<file path="src/rtl/mem_bank_arbiter.sv">
// Two-port (CU / DBG) arbiter and access sequencer for a single shared memory bank.
// Round-robin between ports, dbg_halt masks CU from new grants, registered memory-side outputs.
module mem_bank_arbiter #(
    parameter int AW     = 8,
    parameter int DW     = 16,
    parameter int RD_LAT = 1
) (
    input  logic          CLK100MHZ,
    input  logic          rst,

    input  logic          cu_req,
    input  logic          cu_we,
    input  logic [AW-1:0] cu_addr,
    input  logic [DW-1:0] cu_wdata,
    output logic          cu_ack,
    output logic [DW-1:0] cu_rdata,

    input  logic          dbg_req,
    input  logic          dbg_we,
    input  logic [AW-1:0] dbg_addr,
    input  logic [DW-1:0] dbg_wdata,
    output logic          dbg_ack,
    output logic [DW-1:0] dbg_rdata,

    input  logic          dbg_halt,

    output logic [AW-1:0] mb_addr,
    output logic [DW-1:0] mb_din,
    output logic          mb_read,
    output logic          mb_write,
    input  logic [DW-1:0] mb_data_out,

    output logic          owner,
    output logic [1:0]    state
);

    typedef enum logic [1:0] {
        IDLE  = 2'd0,
        ISSUE = 2'd1,
        WAIT  = 2'd2,
        DONE  = 2'd3
    } state_t;

    localparam logic [1:0] LAT_INIT = 2'(RD_LAT - 1);

    state_t        cur_state;
    state_t        nxt_state;
    logic          last;
    logic          own;
    logic          we_lat;
    logic [1:0]    lat_cnt;

    logic          cu_eff;
    logic          grant;
    logic          grant_dbg;
    logic          sel_we;
    logic [AW-1:0] sel_addr;
    logic [DW-1:0] sel_wdata;

    // Arbitration and next-state; on a tie the port not named by `last` wins.
    always_comb begin
        cu_eff    = cu_req & ~dbg_halt;
        grant     = 1'b0;
        grant_dbg = 1'b0;
        nxt_state = cur_state;
        case (cur_state)
            IDLE: begin
                if (cu_eff || dbg_req) begin
                    grant     = 1'b1;
                    grant_dbg = dbg_req & (~cu_eff | ~last);
                    nxt_state = ISSUE;
                end
            end
            ISSUE:   nxt_state = we_lat ? DONE : WAIT;
            WAIT:    if (lat_cnt == 2'd0) nxt_state = DONE;
            DONE:    nxt_state = IDLE;
            default: nxt_state = IDLE;
        endcase
        sel_we    = grant_dbg ? dbg_we    : cu_we;
        sel_addr  = grant_dbg ? dbg_addr  : cu_addr;
        sel_wdata = grant_dbg ? dbg_wdata : cu_wdata;
    end

    always_ff @(posedge CLK100MHZ) begin
        if (rst) begin
            cur_state <= IDLE;
        end else begin
            cur_state <= nxt_state;
        end
    end

    // mb_addr / mb_din double as the latched request fields and hold between accesses.
    always_ff @(posedge CLK100MHZ) begin
        if (rst) begin
            last     <= 1'b1;
            own      <= 1'b0;
            we_lat   <= 1'b0;
            mb_addr  <= '0;
            mb_din   <= '0;
            mb_read  <= 1'b0;
            mb_write <= 1'b0;
        end else begin
            mb_read  <= grant & ~sel_we;
            mb_write <= grant & sel_we;
            if (grant) begin
                last    <= grant_dbg;
                own     <= grant_dbg;
                we_lat  <= sel_we;
                mb_addr <= sel_addr;
                mb_din  <= sel_wdata;
            end
        end
    end

    // Read latency countdown and capture into the granted port's read-data register.
    always_ff @(posedge CLK100MHZ) begin
        if (rst) begin
            lat_cnt   <= 2'd0;
            cu_rdata  <= '0;
            dbg_rdata <= '0;
        end else begin
            if (cur_state == ISSUE) begin
                lat_cnt <= LAT_INIT;
            end else if (cur_state == WAIT && lat_cnt != 2'd0) begin
                lat_cnt <= lat_cnt - 2'd1;
            end
            if (cur_state == WAIT && lat_cnt == 2'd0) begin
                if (own) dbg_rdata <= mb_data_out;
                else     cu_rdata  <= mb_data_out;
            end
        end
    end

    assign cu_ack  = (cur_state == DONE) & ~own;
    assign dbg_ack = (cur_state == DONE) &  own;
    assign owner   = own;
    assign state   = cur_state;

endmodule

</file>
<file path="config.mk">
export PLATFORM = sky130hd
export DESIGN_NAME = mem_bank_arbiter
export DESIGN_NICKNAME = d
export VERILOG_FILES = /design/src/rtl/mem_bank_arbiter.sv
export SDC_FILE = /design/constraint.sdc
export NUM_CORES = 1
export LEC_CHECK = 0
export ABC_AREA = 1
export CAP_MARGIN = 20
export CORE_MARGIN = 10
export CORE_UTILIZATION = 41
export CTS_CLUSTER_DIAMETER = 120
export CTS_CLUSTER_SIZE = 25
export DETAILED_ROUTE_END_ITERATION = 10
export GPL_TIMING_DRIVEN = 0
export PLACE_DENSITY = 0.85
export SYNTH_ARGS = -nofsm -noshare
export SYNTH_HDL_FRONTEND = slang
export SYNTH_SLANG_ARGS = --single-unit
export TNS_END_PERCENT = 30
</file>
<file path="constraint.sdc">
create_clock -name CLK100MHZ -period 1.7 [get_ports CLK100MHZ]
set_input_delay 0.17 -clock CLK100MHZ [delete_from_list [all_inputs] [get_ports CLK100MHZ]]
set_output_delay 0.17 -clock CLK100MHZ [all_outputs]
set_load 0.03 [all_outputs]
</file>
; ---- Word-level counts from Yosys, hierarchy flattened
; Index checks and enable logic that the tools add are counted.
[word_totals]
regBits = 65
[op_classes]
n_addsub = 1
eq_ne = 5
muxes = 11
bitwise_logic = 12
n_reduce_logical = 10
[ops]
columns = operator, count
row1 = $mux W16, 1
row2 = $mux W8, 1
row3 = $pmux W2 S4, 1
row4 = $and A1 B1 Y1, 6
row5 = $mux W1, 6
row6 = $reduce_and A2 Y1, 3
row7 = $not A1 Y1, 5
row8 = $eq A2 B2 Y1 const B, 2
row9 = $logic_not A2 Y1, 2
row10 = $mux W2, 2
row11 = $ne A2 B2 Y1 const B, 2
row12 = $eq A2 B1 Y1 const B, 1
row13 = $logic_and A1 B1 Y1, 2
row14 = $reduce_bool A2 Y1, 1
row15 = $reduce_or A2 Y1, 1
row16 = $sub A2 B1 Y2 const B, 1
row17 = $logic_or A1 B1 Y1, 1
row18 = $or A1 B1 Y1, 1

; ---- Depth between registers and ports, before layout
[logic_depth]
depth_word = 10
ltp_mapped = 10
ltp_nobuf = 10

; ---- Worst setup path after synthesis
; OpenSTA, ideal clock, no wires.
[synth_timing]
path_type = reg-to-reg
start = register cur_state[0], in the netlist state[0]
end = register dbg_rdata[10]
setup_time_ns = 0.070
t_arrival_ns = 1.580
required_ns = 1.630
path_slack_ns = 0.049
path_stages_with_launch = 9
n_path_buf = 1
path_cell_list = dfxtp_1 > inv_1 > ha_1 > nand2_1 > inv_2 > nand2_2 > buf_2 > nand2_1 > a21oi_1
[synth_via]
elab_chain_cells = 3
[synth_lines]
columns = item, line
row1 = from (decl), 46  ; state_t cur_state;
row2 = from (signal assigned), 88  ; cur_state <= nxt_state;
row3 = $eq A2 B2 Y1, 127  ; if (cur_state == WAIT && lat_cnt == 2'd0) begin
row4 = $logic_and A1 B1 Y1, 127
row5 = $reduce_and A2 Y1 (no line), --
row6 = to (signal assigned), 128  ; if (own) dbg_rdata <= mb_data_out;
row7 = to (decl), 23  ; output logic [DW-1:0] dbg_rdata,
; Every way passes these cells.
; A chain may end at the register's enable or synchronous reset.

; ---- Worst setup path in the final report
[layout_timing]
start = register own, in the netlist owner
end = output owner
[layout_lines]
columns = item, line
row1 = from (decl), 49  ; logic own;
row2 = from (signal assigned), 107  ; own <= grant_dbg;
row3 = to (decl), 33  ; output logic owner,
; No word-level cell between the ends.

==> flow_metrics.py <==
metrics = {
    "grt": {
        "grt_use_total": 0.1709,
        "grt_max_degree": 20,
        "overflow": 0,
        "antenna_found_initial": 0,
        "grt_pass1_vias": 3003,
        "grt_first_pass_wirelength_um": 15180,
    },
    "yosys": {
        "ys_types": 22,
        "syn-cell-area_mm2": 0.002899,
        "synth_edf_count": 0,
        "synth_most_common_cell": "nor2_1",
        "synthAdderAreaFrac": 0.02158,
        "ys_seq_elements": 65,
        "synthMuxAreaShare": 0,
        "synth_top_family_by_area": "simple AND/OR/NAND/NOR gates",
        "postSynth.asyncResetShare": 0,
        "synth_xor_xnor_area_share": 0,
        "synth_top_area_frac": 0.4489,
        "seq_area_frac_synth": 0.4489,
        "synth_area_leaders": "dfxtp_1 (45%), nor2_1 (14%), nand3_1 (8.1%)",
        "synth_compound_area_frac": 0.1118,
        "avgSynthCellArea_um2": 6.952,
        "synth_cells": 417,
        "ys.flop_type": "dfxtp_1",
        "yosysWarnings": 0,
        "synthTopCellsByCount": "nor2_1 (109), dfxtp_1 (65), nand2_1 (58)",
        "syn-num-nets": 493,
        "synth-simple-area-share": 0.3133,
        "yosys.area.top_type": "dfxtp_1",
    },
    "status": {
        "status": "complete, no violations",
    },
    "routing": {
        "ant_nets": 0,
        "wl_um": 9664,
        "drt_first_pass_iters": 4,
        "drtIter0Drc": 120,
        "route.detailed.wl_per_inst_um": 14.62,
        "vias": 3120,
        "via_per_inst": 4.720,
        "drc": 0,
    },
    "floorplanning": {
        "rows": 30,
        "core_mm2": 0.006832,
        "start_util": 0.4244,
        "die_h_um": 104.1,
        "die-width_um": 104.1,
        "dieArea_mm2": 0.01083,
        "io-pin-count": 134,
    },
    "setup_path": {
        "cp_num_buf_inv": 1,
        "cp_slowest_stage_delay_ns": 0.73,
        "path_cells": "clkdlybuf4s50_1",
        "crit_family": "buffers and inverters",
        "critical_path.slowest_cell": "clkdlybuf4s50_1",
        "path_max_fanout": 4,
        "path_class": "flop to output port",
        "startpoint_type": "flop",
        "worst_ep_arrival_time_ns": 1.49,
        "cp.required_ns": 1.53,
        "setup.worst_path.end_class": "output port",
    },
    "timing": {
        "hold_viol": 0,
        "slew_violations": 0,
        "rsz0062_at_grt": "yes",
        "setup_viol_count_final": 0,
        "tightest_slew_ns": 0.4719,
        "period_minus_slack_ns": 1.657,
        "clock.fmax_mhz": 603.4,
        "min_period_over_period": 0.9749,
        "fin_ws_ns": 0.04267,
        "skew_ns": 0.01127,
        "relSlewSlack": 0.6854,
    },
    "power": {
        "p_per_area_mw_per_mm2": 1570,
        "leakage_nw": 1.948,
        "ir_drop_mv": 0.8753,
    },
    "cts": {
        "clk_pin_slew_ns": 0.08,
        "cts_tree": "done",
        "cts.htree.levels": 3,
        "clkSinkCount": 65,
        "cts_setup_buffers": 0,
        "clk_latency_ns": 0.34,
        "cts_root_buf": "clkbuf_8",
        "cts_made_buffers": 9,
        "cts_buffer_depth": 2,
    },
    "worst_hold_path": {
        "min_path_type": "input pin to flop",
    },
    "final_layout": {
        "n_antenna_cell": 0,
        "drive_gt1_frac": 0.08496,
        "utilization": 0.6745,
        "fin_area_mm2": 0.004608,
        "syn_to_final_growth_pct": 58.96,
        "final_cells": 661,
        "nets": 636,
    },
    "placement": {
        "place_ws_ns": -0.1548,
        "port_buffers": 133,
        "gp_congestion": 0.8125,
        "place_hpwl_um": 7680,
        "dp_cells": 646,
        "dpl-instance-area_mm2": 0.004350,
    },
    "job": {
        "cap_viol_max_count": 0,
    },
}
[cells by family after synthesis]
| logic type | after synthesis |
|---|---|
| fa+ha+maj | 5 |
| simple gates | 220 |
| flops | 65 |
| compound gates | 62 |
| buf+inv | 65 |
[report_power, final]
part	total (mW)	switching [mW]	internal, mW	leakage (nW)
Sequential	2.15	0.221	1.93	0.533
Combinational	3.44	2.07	1.36	1.29
Clock	1.65	0.628	1.02	0.123
[sequential cells by signal (all words and copies together), names as in the netlist]
| signal | flops |
|---|---|
| cu_rdata | 16 |
| mb_write | 1 |
| owner | 1 |
| mb_read | 1 |
| mb_din | 16 |
| mb_addr | 8 |
| last | 1 |
| state | 2 |
| lat_cnt | 2 |
| dbg_rdata | 16 |
| we_lat | 1 |
[layout make-up]
type                    instances  area (um2)
fillers                       601        2223
repair buffers                133        1331
flip-flops and latches         65        1304
multi-input cells             287        1297
inverters                      42       160.2
plain buffers                  22       142.6
clock buffers                  10       137.6
well taps                      96       120.1
clock inverters                 6       115.1
[placed cells by master, fill, tap and decap left out, drive strengths merged]
cell,count
nand2,61
clkinv,2
buf,14
dfxtp,65
a21oi,21
dlygate4sd2,1
bufinv,3
clkinvlp,1
ha,5
nand3,48
clkdlybuf4s50,131
clkdlybuf4s15,1
o21ai,40
a211oi,1
inv,42
or2,1
clkbuf,18
nor2,110
[routing by layer]
layer	up-vias	global-route usage	part of all wire	routed length (um)
met5	-	0	0	0
met4	0	0.07256	0.021	199
met3	16	0.03346	0.041	395
met2	73	0.3126	0.53	5148
met1	1432	0.1862	0.41	3919
li1	1599	-	-	-
[metrics by stage]
stage | power, mW | setup TNS (ns) | hold slack [ns]
floorplan | 4.270 | 0 | 0.3049
global placement | 5.534 | -0.1381 | 0.4465
detailed placement | 5.608 | -0.1610 | 0.4515
CTS | 7.251 | 0 | 0.4260
global route | 7.649 | -0.02977 | 0.4535
finish | 7.233 | 0 | 0.4341
[repair_timing]
action                     CTS  global route
setup endpoints to repair    2            35
hold buffers                 0             0
gates resized for setup      4             5
[path summary, 6_finish.rpt]
check	startpoint	end	slack (ns)	depth (start not counted)
max	owner$_SDFFE_PP0P_	owner	0.04	1
min	mb_data_out[11]	dbg_rdata[11]$_SDFFE_PP0P_	0.43	3
max reg2reg	state[0]$_SDFFE_PP0P_	mb_din[14]$_SDFFE_PP0P_	0.11	10
min reg2reg	dbg_rdata[3]$_SDFFE_PP0P_	dbg_rdata[3]$_SDFFE_PP0P_	0.46	2
Power figures use the tool's default switching activity.
==> RTL change 1, RTL diff (same flow settings) <==
Register the output `dbg_rdata` once more, cleared by the reset; this adds one clock of latency there. The other outputs are not delayed to match.
--- a/src/rtl/mem_bank_arbiter.sv
+++ b/src/rtl/mem_bank_arbiter.sv
@@ -42,6 +42,8 @@
     } state_t;
 
     localparam logic [1:0] LAT_INIT = 2'(RD_LAT - 1);
+
+    logic [DW-1:0] dbg_rdata_s0;
 
     state_t        cur_state;
     state_t        nxt_state;
@@ -117,7 +119,7 @@
         if (rst) begin
             lat_cnt   <= 2'd0;
             cu_rdata  <= '0;
-            dbg_rdata <= '0;
+            dbg_rdata_s0 <= '0;
         end else begin
             if (cur_state == ISSUE) begin
                 lat_cnt <= LAT_INIT;
@@ -125,7 +127,7 @@
                 lat_cnt <= lat_cnt - 2'd1;
             end
             if (cur_state == WAIT && lat_cnt == 2'd0) begin
-                if (own) dbg_rdata <= mb_data_out;
+                if (own) dbg_rdata_s0 <= mb_data_out;
                 else     cu_rdata  <= mb_data_out;
             end
         end
@@ -136,5 +138,13 @@
     assign owner   = own;
     assign state   = cur_state;
 
+    always_ff @(posedge CLK100MHZ) begin
+        if (rst) begin
+            dbg_rdata <= '0;
+        end else begin
+            dbg_rdata <= dbg_rdata_s0;
+        end
+    end
+
 endmodule
 
Behaviour: not the same (a bounded check fails within 4 cycles, from zero or initial values and one cycle with rst high).
==> RTL change 1 against the original RTL <==
  * Clock power decreased by 12%
  * Setup slack improved by 0.062 ns
  * Largest cell class is now sequential cells
  * Largest power group unchanged
  * Non-clock buffer count increased by 4
  * Sequential cell count increased by 16
  * Power increased by 4.4%
  * Critical path type unchanged
  * Wire length increased by 5.2%
  * Synthesized area increased by 14%
  * Cell count increased by 6.2%
  * Design area increased by 8.4%
==> RTL change 1: results (changes against the original RTL) <==
| Metric | Value |
|---|---|
| Status | `finished clean` |
| Hold WC Path Type | `reg2reg` |
| Setup ws final | `0.105 ns (+0.0623 ns)` |
| Vias per cell | `4.74 (+0.50%)` |
| P_sw | `3.08 mW (+5.4%)` |
| Wirelength per Cell | `14.5 um (-0.90%)` |
| Netlist cell types | `21 (-4.5%)` |
| Tapcells | `102 (+6.3%)` |
| Hold endpoint | `dbg_rdata[14]` |
| Clock Skew | `0.00949 ns (-0.00178 ns)` |
| First-pass GRT wire length | `15600 um (+2.8%)` |
| CP peak stage delay | `0.69 ns (-0.04 ns)` |
| Drt pass-1 iters | `5 (+1)` |
| Clock sinks | `81 (+25%)` |
| Register area | `1620 um2 (+25%)` |
| Clock share of power | `19.4% (-3.4 points)` |
| Largest net degree at the start of global routing | `17 (-15%)` |
| Syn_nets | `525 (+6.5%)` |
| Hpwl dp | `8050 um (+4.8%)` |
| R2R Path End | `mb_addr[5]` |
| Comb power frac | `46.5% (-1.0 points)` |
| Initial DRC count | `109 (-9.2%)` |
| Clock-cell share | `4.16% (-1.3 points)` |
| Share of post-route cells with drive strength above 1 | `9.83% (+1.3 points)` |
| WHS | `0.432 ns (-0.00219 ns)` |
| Cell depth of the worst hold path | `2 (-1)` |
| Arr. time, crit path | `1.43 ns (-0.06 ns)` |
| Top cells by count, synth | `nor2_1, dfxtp_1, inv_1` |
| R2R cell count | `9 (-1)` |
| Top cell category | `sequential cells` |
| Post-Place Cell Area | `4760 um2 (+9.5%)` |
| P_leak | `2.12 nW (+8.9%)` |
| Non-clock buffers, area share | `30.0% (-2.0 points)` |
| VDD IR max | `0.687 mV (-22%)` |
| # placed instances | `684 (+5.9%)` |
| Final #Nets | `671 (+5.5%)` |
| Non-clock buffer count | `159 (+2.6%)` |
| Top post-synthesis cells by area | `dfxtp_1, nor2_1, inv_1, o21ai_0, nand3_1` |
| Synth Instances | `449 (+7.7%)` |
| GR Util All Layers | `16.3% (-0.74 points)` |
| Vias | `3330 (+6.7%)` |
| Comb. pwr | `3.51 mW (+2%)` |
| Max-slew headroom | `69.0% (+0.50 points)` |
| Inverters | `57 (+36%)` |
| Min-delay src | `dbg_rdata_s0[14]` |
RTL change 1: layer usage:
layer | routed length (um) | up-vias | GRT usage [%] | part of all wire, %
met1 | 4090 | 1497 | 17.6 | 40
met3 | 902 | 16 | 5.85 | 8.9
met4 | 197 | 0 | 6.41 | 1.9
met2 | 4990 | 127 | 28.6 | 49
li1 | - | 1690 | - | -
met5 | 0 | - | 0 | 0
RTL change 1: worst min-delay path, stage by stage, from the launching register on:
cell     delay, ns
dfxtp_1       0.31
inv_1         0.06
nor2_1        0.04
RTL change 1: cell families (layout without fill, tap and decap cells):
kind of cell    count (synthesis)  count (layout)  synth area share, %
compound gates                 78              78                 12.2
flops                          81              81                 49.1
fa+ha+maj                       5               5                 1.89
buf+inv                        81             232                 11.2
simple gates                  204             204                 25.6
RTL change 1: timing repair:
| action | CTS | global route |
|---|---|---|
| setup buffers | 0 | 2 |
| endpoints found under the setup margin | 3 | 51 |
| resized for setup | 4 | 9 |
| endpoints found under the hold margin | 0 | 0 |
| pin swaps | 0 | 1 |
==> RTL change 2, RTL diff (config.mk and constraints unchanged) <==
Without the edit above. Change the parameter `AW` from 8 to 7.
--- a/src/rtl/mem_bank_arbiter.sv
+++ b/src/rtl/mem_bank_arbiter.sv
@@ -1,7 +1,7 @@
 // Two-port (CU / DBG) arbiter and access sequencer for a single shared memory bank.
 // Round-robin between ports, dbg_halt masks CU from new grants, registered memory-side outputs.
 module mem_bank_arbiter #(
-    parameter int AW     = 8,
+    parameter int AW     = 7,
     parameter int DW     = 16,
     parameter int RD_LAT = 1
 ) (
Ports: changed (resized cu_addr, dbg_addr and mb_addr); port bits go from 134 to 131. No check against the original RTL was run, so the function may have changed too.
==> RTL change 2 against the original RTL <==
  * Synthesized area fell by 3.6%
  * Cell count is 3.2% lower
  * Sequential cell count down 1
  * Non-clock buffer count rose by 2
  * Maximum frequency grew 1.6%
  * Critical path depth increased by 4
  * Setup slack better by 0.026 ns
  * Power is 2.5% lower
  * Wire length decreased by 2.1%
  * Design area is 2.0% lower
  * Critical endpoint is now dbg_ack
  * Highest routed layer unchanged
==> RTL change 2: results (changes against the original RTL) <==
| Metric | Value |
|---|---|
| Status | `finished clean` |
| Vias in the first global route | `2872 (-4.4%)` |
| Syn_nets | `482 (-2.2%)` |
| CP max stage cell | `dfxtp_2` |
| Port bufs | `130 (-2.3%)` |
| R2R Path End | `mb_din[11]` |
| Placer congestion estimate | `0.844 (+3.9%)` |
| Clock Skew | `0.00673 ns (-0.00455 ns)` |
| Vias per cell | `4.88 (+3.4%)` |
| Min-delay src | `mb_data_out[7]` |
| Largest net degree at the start of global routing | `14 (-30%)` |
| Initial DRC count | `157 (+31%)` |
| Fillcell total | `569 (-5.3%)` |
| # placed instances | `618 (-4.3%)` |
| First-pass GRT wire length | `14000 um (-8.1%)` |
| Dpl ws | `-0.0979 ns (+0.0569 ns)` |
| R2R setup slack | `0.09 ns (-0.02 ns)` |
| GR Util All Layers | `16.9% (-0.16 points)` |
| CP peak stage delay | `0.38 ns (-0.35 ns)` |
| Diodes inserted | `0 (unchanged)` |
| Internal power | `4.12 mW (-4.4%)` |
| Vias | `3123 (+0.096%)` |
| Seq/Total Area, Yosys | `45.8% (+0.95 points)` |
| Hpwl dp | `7200 um (-6.3%)` |
| Netlist cell types | `18 (-18%)` |
| Top post-synthesis cells by area | `dfxtp_1, nor2_1, nand3_1, nand2_1, o21ai_0` |
| Synth Instances | `408 (-2.2%)` |
| Max-slew headroom | `68.2% (-0.30 points)` |
| Share of post-route cells with drive strength above 1 | `9.46% (+0.97 points)` |
| VDD IR max | `0.773 mV (-12%)` |
RTL change 2: logic make-up (layout without fill, tap and decap cells):
logic type,count (synthesis),count (layout),share of synthesized area (%)
simple gates,215,215,31.3
flops,64,64,45.8
buf+inv,63,214,9.18
compound gates,61,62,11.4
fa+ha+maj,5,5,2.24
RTL change 2: final cells by class:
type	count	area, um2	area share, %
timing repair buffer	135	1330	29.5
sequential	64	1280	28.4
multi-input combinational	282	1280	28.4
inverter	41	154	3.41
buffer	22	134	2.96
clock buffer	9	124	2.74
clock inverter	7	105	2.33
tap	80	100	2.22
RTL change 2: layer usage:
layer	global-route usage, %	vias to the layer above	share of wire [%]
li1	-	1585	-
met1	19.3	1378	41
met2	27.0	143	45
met3	6.90	17	12
met4	8.13	0	1.8
met5	0	-	0
RTL change 2: worst min-delay path, cell delays in order:
cell	delay, ns
clkdlybuf4s50_1	0.42
nand3_1	0.09
a21oi_1	0.06
RTL change 2: what timing repair did:
action,in CTS,in global routing
setup endpoints to repair,41,47
gates resized for setup,16,15
gates cloned,0,1
buffers inserted,0,5
pin swaps,0,1
RTL change 2: worst max path at each step:
stage                     to      from  cells after the start
6_report             dbg_ack     owner                      5
5_1_grt         cu_rdata[10]  state[0]                      8
4_1_cts             state[1]  state[1]                      1
3_5_place_dp         dbg_ack     owner                      5
3_3_place_gp         dbg_ack     owner                      5
2_1_floorplan  dbg_rdata[10]  state[0]                      8
RTL change 2: power groups by stage:
stage          Combinational (mW)  Clock (mW)  Sequential (mW)
2_1_floorplan                1.24           0             2.85
3_5_place_dp                 3.26           0             2.14
3_3_place_gp                 3.21           0             2.13
5_1_grt                      3.72        1.57             2.18
6_report                     3.43        1.49             2.13
4_1_cts                      3.31        1.51             2.12
